===== src/rtl/ram_line_packer.sv =====
// Byte-stream to RAM line packer: gathers BEATS input beats into one LINE_W line
// and writes consecutive lines from a programmed base address.
module ram_line_packer #(
    parameter int LINE_W = 264,
    parameter int IN_W   = 8,
    parameter int ADDR_W = 11
) (
    input  logic              i_clk,
    input  logic              i_rst_n,
    input  logic              i_start,
    input  logic [ADDR_W-1:0] i_base_addr,
    input  logic [ADDR_W:0]   i_num_lines,
    input  logic              i_valid,
    input  logic [IN_W-1:0]   i_data,
    output logic              o_ready,
    output logic              o_we,
    output logic [ADDR_W-1:0] o_addr,
    output logic [LINE_W-1:0] o_data,
    output logic              o_busy,
    output logic              o_done
);

    localparam int BEATS = LINE_W / IN_W;
    localparam int BW    = (BEATS > 1) ? $clog2(BEATS) : 1;

    typedef enum logic [1:0] {IDLE, FILL, WRITE, DONE} state_t;

    state_t            state, state_nxt;
    logic [BW-1:0]     beat_cnt;
    logic [ADDR_W-1:0] addr_q;
    logic [ADDR_W:0]   rem_q;
    logic [LINE_W-1:0] line_q, line_nxt;
    logic              accept, last_beat;

    assign accept    = (state == FILL) && i_valid;
    assign last_beat = accept && (beat_cnt == BW'(BEATS - 1));

    // Control outputs decode straight from state so no input reaches an output.
    assign o_ready = (state == FILL);
    assign o_we    = (state == WRITE);
    assign o_busy  = (state == FILL) || (state == WRITE);
    assign o_done  = (state == DONE);

    always_comb begin
        line_nxt = line_q;
        line_nxt[beat_cnt*IN_W +: IN_W] = i_data;
    end

    always_comb begin
        state_nxt = state;
        case (state)
            IDLE:  if (i_start) state_nxt = (i_num_lines == '0) ? DONE : FILL;
            FILL:  if (last_beat) state_nxt = WRITE;
            WRITE: state_nxt = (rem_q == (ADDR_W+1)'(1)) ? DONE : FILL;
            DONE:  state_nxt = IDLE;
            default: state_nxt = IDLE;
        endcase
    end

    always_ff @(posedge i_clk or negedge i_rst_n) begin
        if (!i_rst_n) begin
            state    <= IDLE;
            beat_cnt <= '0;
            addr_q   <= '0;
            rem_q    <= '0;
            line_q   <= '0;
            o_addr   <= '0;
            o_data   <= '0;
        end else begin
            state <= state_nxt;
            if (state == IDLE && i_start) begin
                addr_q <= i_base_addr;
                rem_q  <= i_num_lines;
            end
            if (accept) begin
                line_q   <= line_nxt;
                beat_cnt <= last_beat ? '0 : beat_cnt + 1'b1;
            end
            // Output line is captured with the final beat so WRITE follows one cycle later
            // and o_addr/o_data stay stable while the next line is being filled.
            if (last_beat) begin
                o_data <= line_nxt;
                o_addr <= addr_q;
            end
            if (state == WRITE) begin
                addr_q <= addr_q + 1'b1;
                rem_q  <= rem_q - 1'b1;
            end
        end
    end

endmodule


===== config.mk =====
export PLATFORM = sky130hd
export DESIGN_NAME = ram_line_packer
export DESIGN_NICKNAME = d
export VERILOG_FILES = /design/src/rtl/ram_line_packer.sv
export SDC_FILE = /design/constraint.sdc
export NUM_CORES = 1
export LEC_CHECK = 0
export ABC_AREA = 1
export CORE_UTILIZATION = 40
export CTS_CLUSTER_DIAMETER = 200
export DETAILED_ROUTE_END_ITERATION = 10
export PLACE_DENSITY = 0.67
export SLEW_MARGIN = 15
export SYNTH_ARGS = -nofsm -noshare
export SYNTH_HDL_FRONTEND = slang
export SYNTH_SLANG_ARGS = --single-unit

===== constraint.sdc =====
create_clock -name i_clk -period 5.1 [get_ports i_clk]
set_input_delay 0.51 -clock i_clk [delete_from_list [all_inputs] [get_ports i_clk]]
set_output_delay 0.51 -clock i_clk [all_outputs]
set_load 0.03 [all_outputs]

Yosys cells after proc, flatten, opt, wreduce, memory -nomap -nowiden
Index checks and enable logic that the tools add are counted.
{ "classes": {"n_eq_ne": 7, "mux": 11, "n_addsub": 4, "reduce_logical": 8, "shift": 2} }
{ "op_table": {"columns": ["operator", "n"], "rows": [
  ["bitwise mux 264 bit", 1],
  ["variable shift 8 x 34 -> 264 bit (first input constant)", 1],
  ["variable part select 8 x 34 -> 264 bit", 1],
  ["negator 9 -> 34 bit", 1],
  ["two-way mux 12 bit", 2],
  ["two-way mux 11 bit", 2],
  ["equality test 12 x 1 -> 1 bit (second input constant)", 1],
  ["zero test 12 bit", 1],
  ["subtractor 12 x 1 -> 12 bit (second input constant)", 1],
  ["adder 11 x 1 -> 11 bit (second input constant)", 1],
  ["two-way mux 2 bit", 4],
  ["case mux 2 bit (4 select lines)", 1],
  ["adder 6 x 1 -> 6 bit (second input constant)", 1],
  ["equality test 6 bit (second input constant)", 1],
  ["two-way mux 6 bit", 1],
  ["equality test 2 bit (second input constant)", 2],
  ["logical AND 1 bit", 3],
  ["equality test 2 x 1 -> 1 bit (second input constant)", 1],
  ["zero test 2 bit", 1],
  ["inequality test 2 x 1 -> 1 bit (second input constant)", 1],
  ["inequality test 2 bit (second input constant)", 1],
  ["AND reduction 2 bit", 1],
  ["nonzero test 2 bit", 1],
  ["logical OR 1 bit", 1]
]} }
{ "totals": {"input_bits": 35, "ff_bits": 570, "out_inout_bits": 279} }

Depth between registers and ports, before layout
Gate-level depths: netlist (run 1).
{ "depth": {"ltp_word": 5, "depth_mapped": 18} }

Worst setup path before layout (run 1)
Ideal clock, no wire load.
{ "synth_timing": {"path_type": "reg-to-reg", "from": "reg beat_cnt[0]", "to": "reg line_q[108]", "path_buffers": 5, "path_stages_with_launch": 17, "arrival_ns": 2.573, "period_less_slack_ns": 2.700, "setup_slack_ns": 2.400, "cell_sequence": "dfrtp_1 > buf_4 > inv_2 > buf_1 > ha_1 > inv_1 > nor2_1 > nand2_1 > nand2_1 > nand2_4 > nor2_2 > buf_4 > buf_6 > buf_4 > nand4_1 > nand3_1 > o21ai_1"} }
{ "synth_via": {"elab_chain_len": 3, "elab_cells_between_ends": 4, "cone_classes": "add/sub (1); shift (2); mux (1)"} }
{ "synth_rtl": {"columns": ["element", "line", "text"], "rows": [
  ["start: declaration", "29", "logic [BW-1:0] beat_cnt;"],
  ["start signal: assignment", "77", "beat_cnt <= last_beat ? '0 : beat_cnt + 1'b1;"],
  ["negator 9 -> 34 bit (*)", "46", "line_nxt[beat_cnt*IN_W +: IN_W] = i_data;"],
  ["variable part select 8 x 34 -> 264 bit or variable shift 8 x 34 -> 264 bit (tied branches)", "46", null],
  ["bitwise mux 264 bit (*)", "46", null],
  ["end signal: assignment", "76", "line_q <= line_nxt;"],
  ["end: declaration", "32", "logic [LINE_W-1:0] line_q, line_nxt;"]
]} }
Every way passes the cells marked *; elsewhere a longest branch is shown, timed or not.
A chain may end at the register's enable or synchronous reset.

Worst setup path after layout (run 1)
{ "layout_timing": {"from": "reg beat_cnt[0]", "to": "reg line_q[263]"} }
The elaborated chain is that of the path after synthesis.

==> impl_results.md, run 1 <==
- Fillers: 6398
- R2r setup slk: 1.07 ns
- Finished Layout Cells: 4667
- Nets: 3791
- Max cap viols: 0
- EDFF count, synth: 0
- Yosys warnings: 0
- Initial antenna violation count: 2
- Synth Instances: 3524
- Clock root cell: clkbuf_16
- Tightest Pin Transition: 1.09 ns
- Most Used Layer, Global Route: met2
- RSZ-0062 raised after global routing: no
- Placed cell areas: 31100 um^2
- CP startpoint kind: flop
- Die W: 263 um
- Worst Path Required: 5.66 ns
- Row Count: 95
- Max frequency: 0.248 GHz
- Final Cell Area: 33200 um^2
- Post-synth top flop: dfrtp_1
- Crit path max fanout: 27
- Share of cells above drive strength 1: 5.48%
- DP Cell Count: 4554
- Final Cycle Share: 79.0%
- DRC violations left: 0
- Met3 GRT Util: 3.55%
- Final slew viol count: 0
- GRT overflow: 0
- Final WL: 86500 um
- TritonCTS clock tree: yes
- Global placement routability congestion: 0.900
- Mean post-synth cell area: 7.72 um^2
- Total CTS buffers: 61
- R2R cell count: 11
- Initial Util: 40.5%
- CTS clock-pin slew for the worst setup and hold paths: 0.07 ns
- Commonest cells after routing, fill and taps aside: 1569 x nand2_1, 570 x dfrtp_1, 472 x nand3_1
- Post-synthesis register bit count: 570
- TritonRoute pass-1 iters: 6
- Asr flop ratio synth: 100%
- Number of top-level pins: 314
- Mapped Area: 27200 um^2
- Core area: 67300 um^2
- Number of global-route vias before repair: 23211
- Largest net degree at the start of global routing: 193
- Area growth, synth to finish: 22.1%
- Clk buf depth: 3
- Fin Hold WS: 0.471 ns
- Reg2reg end: line_q[263]
- ANT cells: 0
- CTS Sinks: 570
- Wire per inst: 18.5 um
- Leak: 0.0168 uW
- Arrival @ worst endpoint: 4.59 ns
- Worst Skew: 0.0303 ns
- Met1 GRT Util: 33.9%
- Peak supply drop: 471 uV
- Die area: 69100 um^2
- Worst reg2reg startpoint: beat_cnt[0]
- Htree depth: 2
- Drt first-iter violations: 2434
- Met2 GRT Util: 40.3%
- Worst hold path type: in -> async
- Post-CTS Setup Repair Bufs: 0
- Vias: 24422
- Power per Cell Area: 539 nW/um^2
- Final setup fails: 0
- Syn nets: 3570
- Status: finished clean
- DR vias/cell: 5.23
- Most common cell after layout, fill and taps aside: nand2_1
- CP Capture Type: flop
- Die Span Y: 263 um
- Tot GR Track Use: 24.8%
- Normalized max-slew margin: 27.2%
- First-pass GRT wire length: 135000 um
- Port Buffers: 313
- Worst skew pair latency: 0.63 ns
- Fin crit period: 4.03 ns
- Final Hold Vio Count: 0
- Remaining antenna violation count after routing: 0
- Register area share after synthesis: 52.4%
- WS Path Type: reg -> reg
- DP Wirelength: 59500 um
- Setup total negative slack: 0 ns
- Library cells used by synthesis: 44
-- routing by layer --
layer  vias up  share of wire, %
met5         -             0.021
met4         4               3.6
met3       178               5.9
met2       836                47
met1     11738                43
li1      11666                 -
-- timing repair --
item                                    4_1_cts  5_1_grt
hold endpoints to repair                     85        0
gates resized for setup                       0        0
endpoints found under the setup margin        0        0
hold buffers                                  1        0
-- worst max path at each step --
stage,from,to,cells past startpoint
after global placement,beat_cnt[0],line_q[263],11
after CTS,beat_cnt[0],line_q[263],11
after global routing,beat_cnt[0],line_q[129],12
after floorplan,beat_cnt[0],line_q[108],16
after detailed placement,beat_cnt[0],line_q[129],12
final,beat_cnt[0],line_q[263],11
-- cells by family (layout without fill, tap and decap cells) --
kind of cell / Yosys count / in the layout / synth area share, %
XOR/XNOR: 9 / 9 / 0.386
buffers and inverters: 445 / 715 / 6.57
AO/OA/AOI/OAI: 266 / 266 / 5.33
flip-flops: 570 / 570 / 52.4
adder cells (fa/ha/maj): 11 / 11 / 0.506
AND/OR/NAND/NOR: 2223 / 2223 / 34.8
-- critical path: stages (launching register included) --
cell,delay (ns)
dfrtp_1,0.60
inv_2,0.26
ha_1,0.52
inv_2,0.46
nand2_1,0.40
inv_1,0.56
nand2_2,0.16
nor2_2,0.14
nand2_1,0.35
o21ai_1,0.31
nand2_1,0.08
nand2_1,0.09
-- cells in the mapped netlist, types with 11 or more instances --
| master | instances | area, um^2 |
|---|---|---|
| buf_1 | 21 | 78.8 |
| ha_1 | 11 | 138 |
| o211ai_1 | 27 | 203 |
| nor2_1 | 60 | 225 |
| inv_1 | 237 | 890 |
| nand3_1 | 473 | 2370 |
| nand2_1 | 1570 | 5890 |
| o21ai_0 | 117 | 586 |
| nor2_2 | 11 | 68.8 |
| clkbuf_1 | 115 | 432 |
| a21oi_1 | 17 | 85.1 |
| nor3_1 | 32 | 160 |
| buf_2 | 47 | 235 |
| dfrtp_1 | 570 | 14300 |
| nand4_1 | 35 | 219 |
| o21ai_1 | 88 | 440 |
-- stage by stage --
stage                     worst slack, ns  util, %  power, uW
final                                1.07     49.4      17900
after global routing                0.740     49.4      18900
after CTS                            1.18     49.4      17900
after detailed placement             1.20     46.2      13100
after global placement               1.31     46.2      13000
after floorplan                      2.40        -      10800
-- state kept, by name, summed over array words and instances (netlist names) --
| name | cells |
|---|---|
| state | 2 |
| o_addr | 11 |
| addr_q | 11 |
| line_q | 264 |
| rem_q | 12 |
| beat_cnt | 6 |
| o_data | 264 |
-- cell type report --
type	instances	area (um^2)	share of cell area, %
Sequential cell	570	14300	42.9
Tap cell	873	1090	3.29
Multi-Input combinational cell	2509	11200	33.7
Timing Repair Buffer	354	3560	10.7
Clock inverter	28	402	1.21
Inverter	249	947	2.85
Clock buffer	84	1760	5.31
-- power by group --
group          total (uW)  switching (uW)  internal (uW)
registers            6120             608           5510
clock network        4800            1930           2870
logic                6990            5060           1930
Power figures use the tool's default switching activity.
==> inputs of run 2 (changes only) <==
==> constraint.sdc (replaced) <==
create_clock -name i_clk -period 4 [get_ports i_clk]
set_input_delay 0.4 -clock i_clk [delete_from_list [all_inputs] [get_ports i_clk]]
set_output_delay 0.4 -clock i_clk [all_outputs]
set_load 0.03 [all_outputs]
==> run 2 against run 1 <==
Effect of this change:
- clock power up 32%
- flip-flop and latch count unchanged
- cell count up 0.43%
- worst setup slack worse by 0.34 ns
- largest cell class unchanged
- critical path type unchanged
==> impl_results.md, run 2 (synthesis results as in run 1) <==
- Status: finished clean
- Final Hold Vio Count: 0
- Pre-CTS setup slack: 0.772 ns
- Core area: 67300 um^2
- Fin crit period: 3.27 ns
- Cell internal pwr: 13500 uW
- Max frequency: 0.306 GHz
- TritonRoute pass-1 iters: 6
- Clk buf depth: 3
- Normalized max-slew margin: 24.1%
- CP Depth: 13
- Power per Cell Area: 691 nW/um^2
- Die area: 69100 um^2
- Post-CTS Setup Repair Bufs: 0
- Wire per inst: 18.2 um
- Number of global-route vias before repair: 22700
- Global placement routability congestion: 0.924
- DR vias/cell: 5.16
- Hold Crit Depth: 3
- Fin Hold WS: 0.400 ns
- TritonCTS clock tree: yes
- Area growth, synth to finish: 23.1%
- Final Cycle Share: 81.8%
- Setup total negative slack: 0 ns
- Delay-heaviest family, CP: simple AND/OR/NAND/NOR gates
- Setup slack after layout: 0.728 ns
- Row Count: 95
- CP dominant cell by count: nand2_1
- NetSw: 9700 uW
- Buffers and inverters on the worst path: 4
- Clock root cell: clkbuf_16
- CTS clock-pin slew for the worst setup and hold paths: 0.07 ns
- Most common cell after layout, fill and taps aside: nand2_1
- Max cap viols: 0
- Initial antenna violation count: 0
- Worst skew pair latency: 0.64 ns
- RSZ-0062 raised after global routing: no
- Fillers: 6444
- Peak supply drop: 407 uV
- Share of cells above drive strength 1: 6.08%
- Leak: 0.0169 uW
- Worst hold path type: in -> reg
- Largest registers: line_q: 264 flops, o_data: 264 flops, rem_q: 12 flops
- Clock power frac: 27.3%
- GRT overflow: 0
- Final slew viol count: 0
- WS Path Type: reg -> reg
- DRC violations left: 0
- Final setup fails: 0
- Largest net degree at the start of global routing: 213
- Total CTS buffers: 61
- Top sig layer: met4
- Vias: 24208
- Htree depth: 2
- First-pass GRT wire length: 134000 um
- Worst Skew: 0.0250 ns
- Met2 WL post-DR: 41000 um
- Arrival @ worst endpoint: 3.83 ns
- DP Wirelength: 59400 um
- CP peak stage delay: 0.53 ns
- Crit path max fanout: 29
- Worst Path Required: 4.56 ns
- Met1 WL: 36700 um
- CP Capture Type: flop
- CTS Sinks: 570
- Switching share of power: 41.9%
- Port Buffers: 313
- Number of top-level pins: 314
- CP max-delay cell: dfrtp_1
- Final WL: 85300 um
- Commonest cells after routing, fill and taps aside: 1569 x nand2_1, 570 x dfrtp_1, 472 x nand3_1
- R2R cell count: 13
- Register share of total power: 33.7%
- CP startpoint kind: flop
- Met3 routed WL: 5300 um
- Die W: 263 um
- Combinational Power Share: 38.9%
- Nets: 3809
- Tot GR Track Use: 24.6%
- Tightest Pin Transition: 1.14 ns
- Initial Util: 40.5%
- Die Span Y: 263 um
- ANT cells: 0
- Drt first-iter violations: 2473
- Remaining antenna violation count after routing: 0
- Critical path, cell by cell: inv_2 -> ha_1 -> inv_1 -> nor2_1 -> nand2_1 -> nand2_4 -> inv_2 -> nor2_8 -> buf_4 -> nand2_1 -> nand2_1 -> nand3_1 -> nand2_1
- Utilization of the core after routing: 49.8%
-- run 2: cell types whose count changed in the layout (fill, tap and decap cells not counted), moves of 2 or more --
cell / delta
buf_12: +4
clkbuf_8: -6
clkbuf_1: -4
inv_6: +4
clkinv_4: +2
bufinv_16: +5
buf_4: +14
clkinv_2: +3
-- run 2: worst paths after layout --
| kind | endpoint | slack, ns | from |
|---|---|---|---|
| max reg2reg | line_q[225] | 0.73 | beat_cnt[0] |
| min | addr_q[1] | 0.40 | i_base_addr[1] |
| max | line_q[225] | 0.73 | beat_cnt[0] |
| min reg2reg | o_data[215] | 0.48 | o_data[215] |
| max in group asynchronous | o_data[71] | 2.56 | i_rst_n |
| min in group asynchronous | o_addr[1] | 0.41 | i_rst_n |
-- run 2: worst register-to-register path: stages (launching register included) --
cell,delay (ns)
dfrtp_1,0.53
inv_2,0.12
ha_1,0.16
inv_1,0.05
nor2_1,0.25
nand2_1,0.15
nand2_4,0.23
inv_2,0.25
nor2_8,0.43
buf_4,0.38
nand2_1,0.30
nand2_1,0.17
nand3_1,0.09
nand2_1,0.10
-- run 2: stage by stage --
| stage | cell area [um^2] | std cells | total power, uW |
|---|---|---|---|
| after floorplan | 27200 | 3524 | 13800 |
| after global placement | 31200 | 4572 | 16700 |
| after detailed placement | 31200 | 4572 | 16800 |
| after CTS | 33500 | 4687 | 23200 |
| after global routing | 33500 | 4687 | 24500 |
| final | 33500 | 4687 | 23200 |
-- run 2: area by class of cell --
type | count | area [um^2] | share of cell area [%]
Clock inverter | 41 | 603 | 1.80
Sequential cell | 570 | 14300 | 42.6
Tap cell | 873 | 1090 | 3.26
Timing Repair Buffer | 372 | 3750 | 11.2
Clock buffer | 73 | 1640 | 4.90
Multi-Input combinational cell | 2509 | 11200 | 33.4
Inverter | 249 | 947 | 2.83
-- run 2: routing by layer --
metal / up-vias / track usage, %
met5: - / 0
met4: 0 / 6.97
met3: 116 / 3.50
met2: 809 / 40.3
met1: 11556 / 33.9
li1: 11727 / -
-- run 2: power by group through the flow --
stage / logic (uW) / registers (uW) / clock network, uW
6_report: 9020 / 7810 / 6330
5_1_grt: 9820 / 7960 / 6680
4_1_cts: 8980 / 7800 / 6440
3_5_place_dp: 8950 / 7870 / 0
3_3_place_gp: 8810 / 7860 / 0
2_1_floorplan: 5180 / 8610 / 0
-- run 2: timing repair --
action	in CTS	in global routing
hold buffers	1	0
resized for setup	0	0
endpoints found under the hold margin	91	0
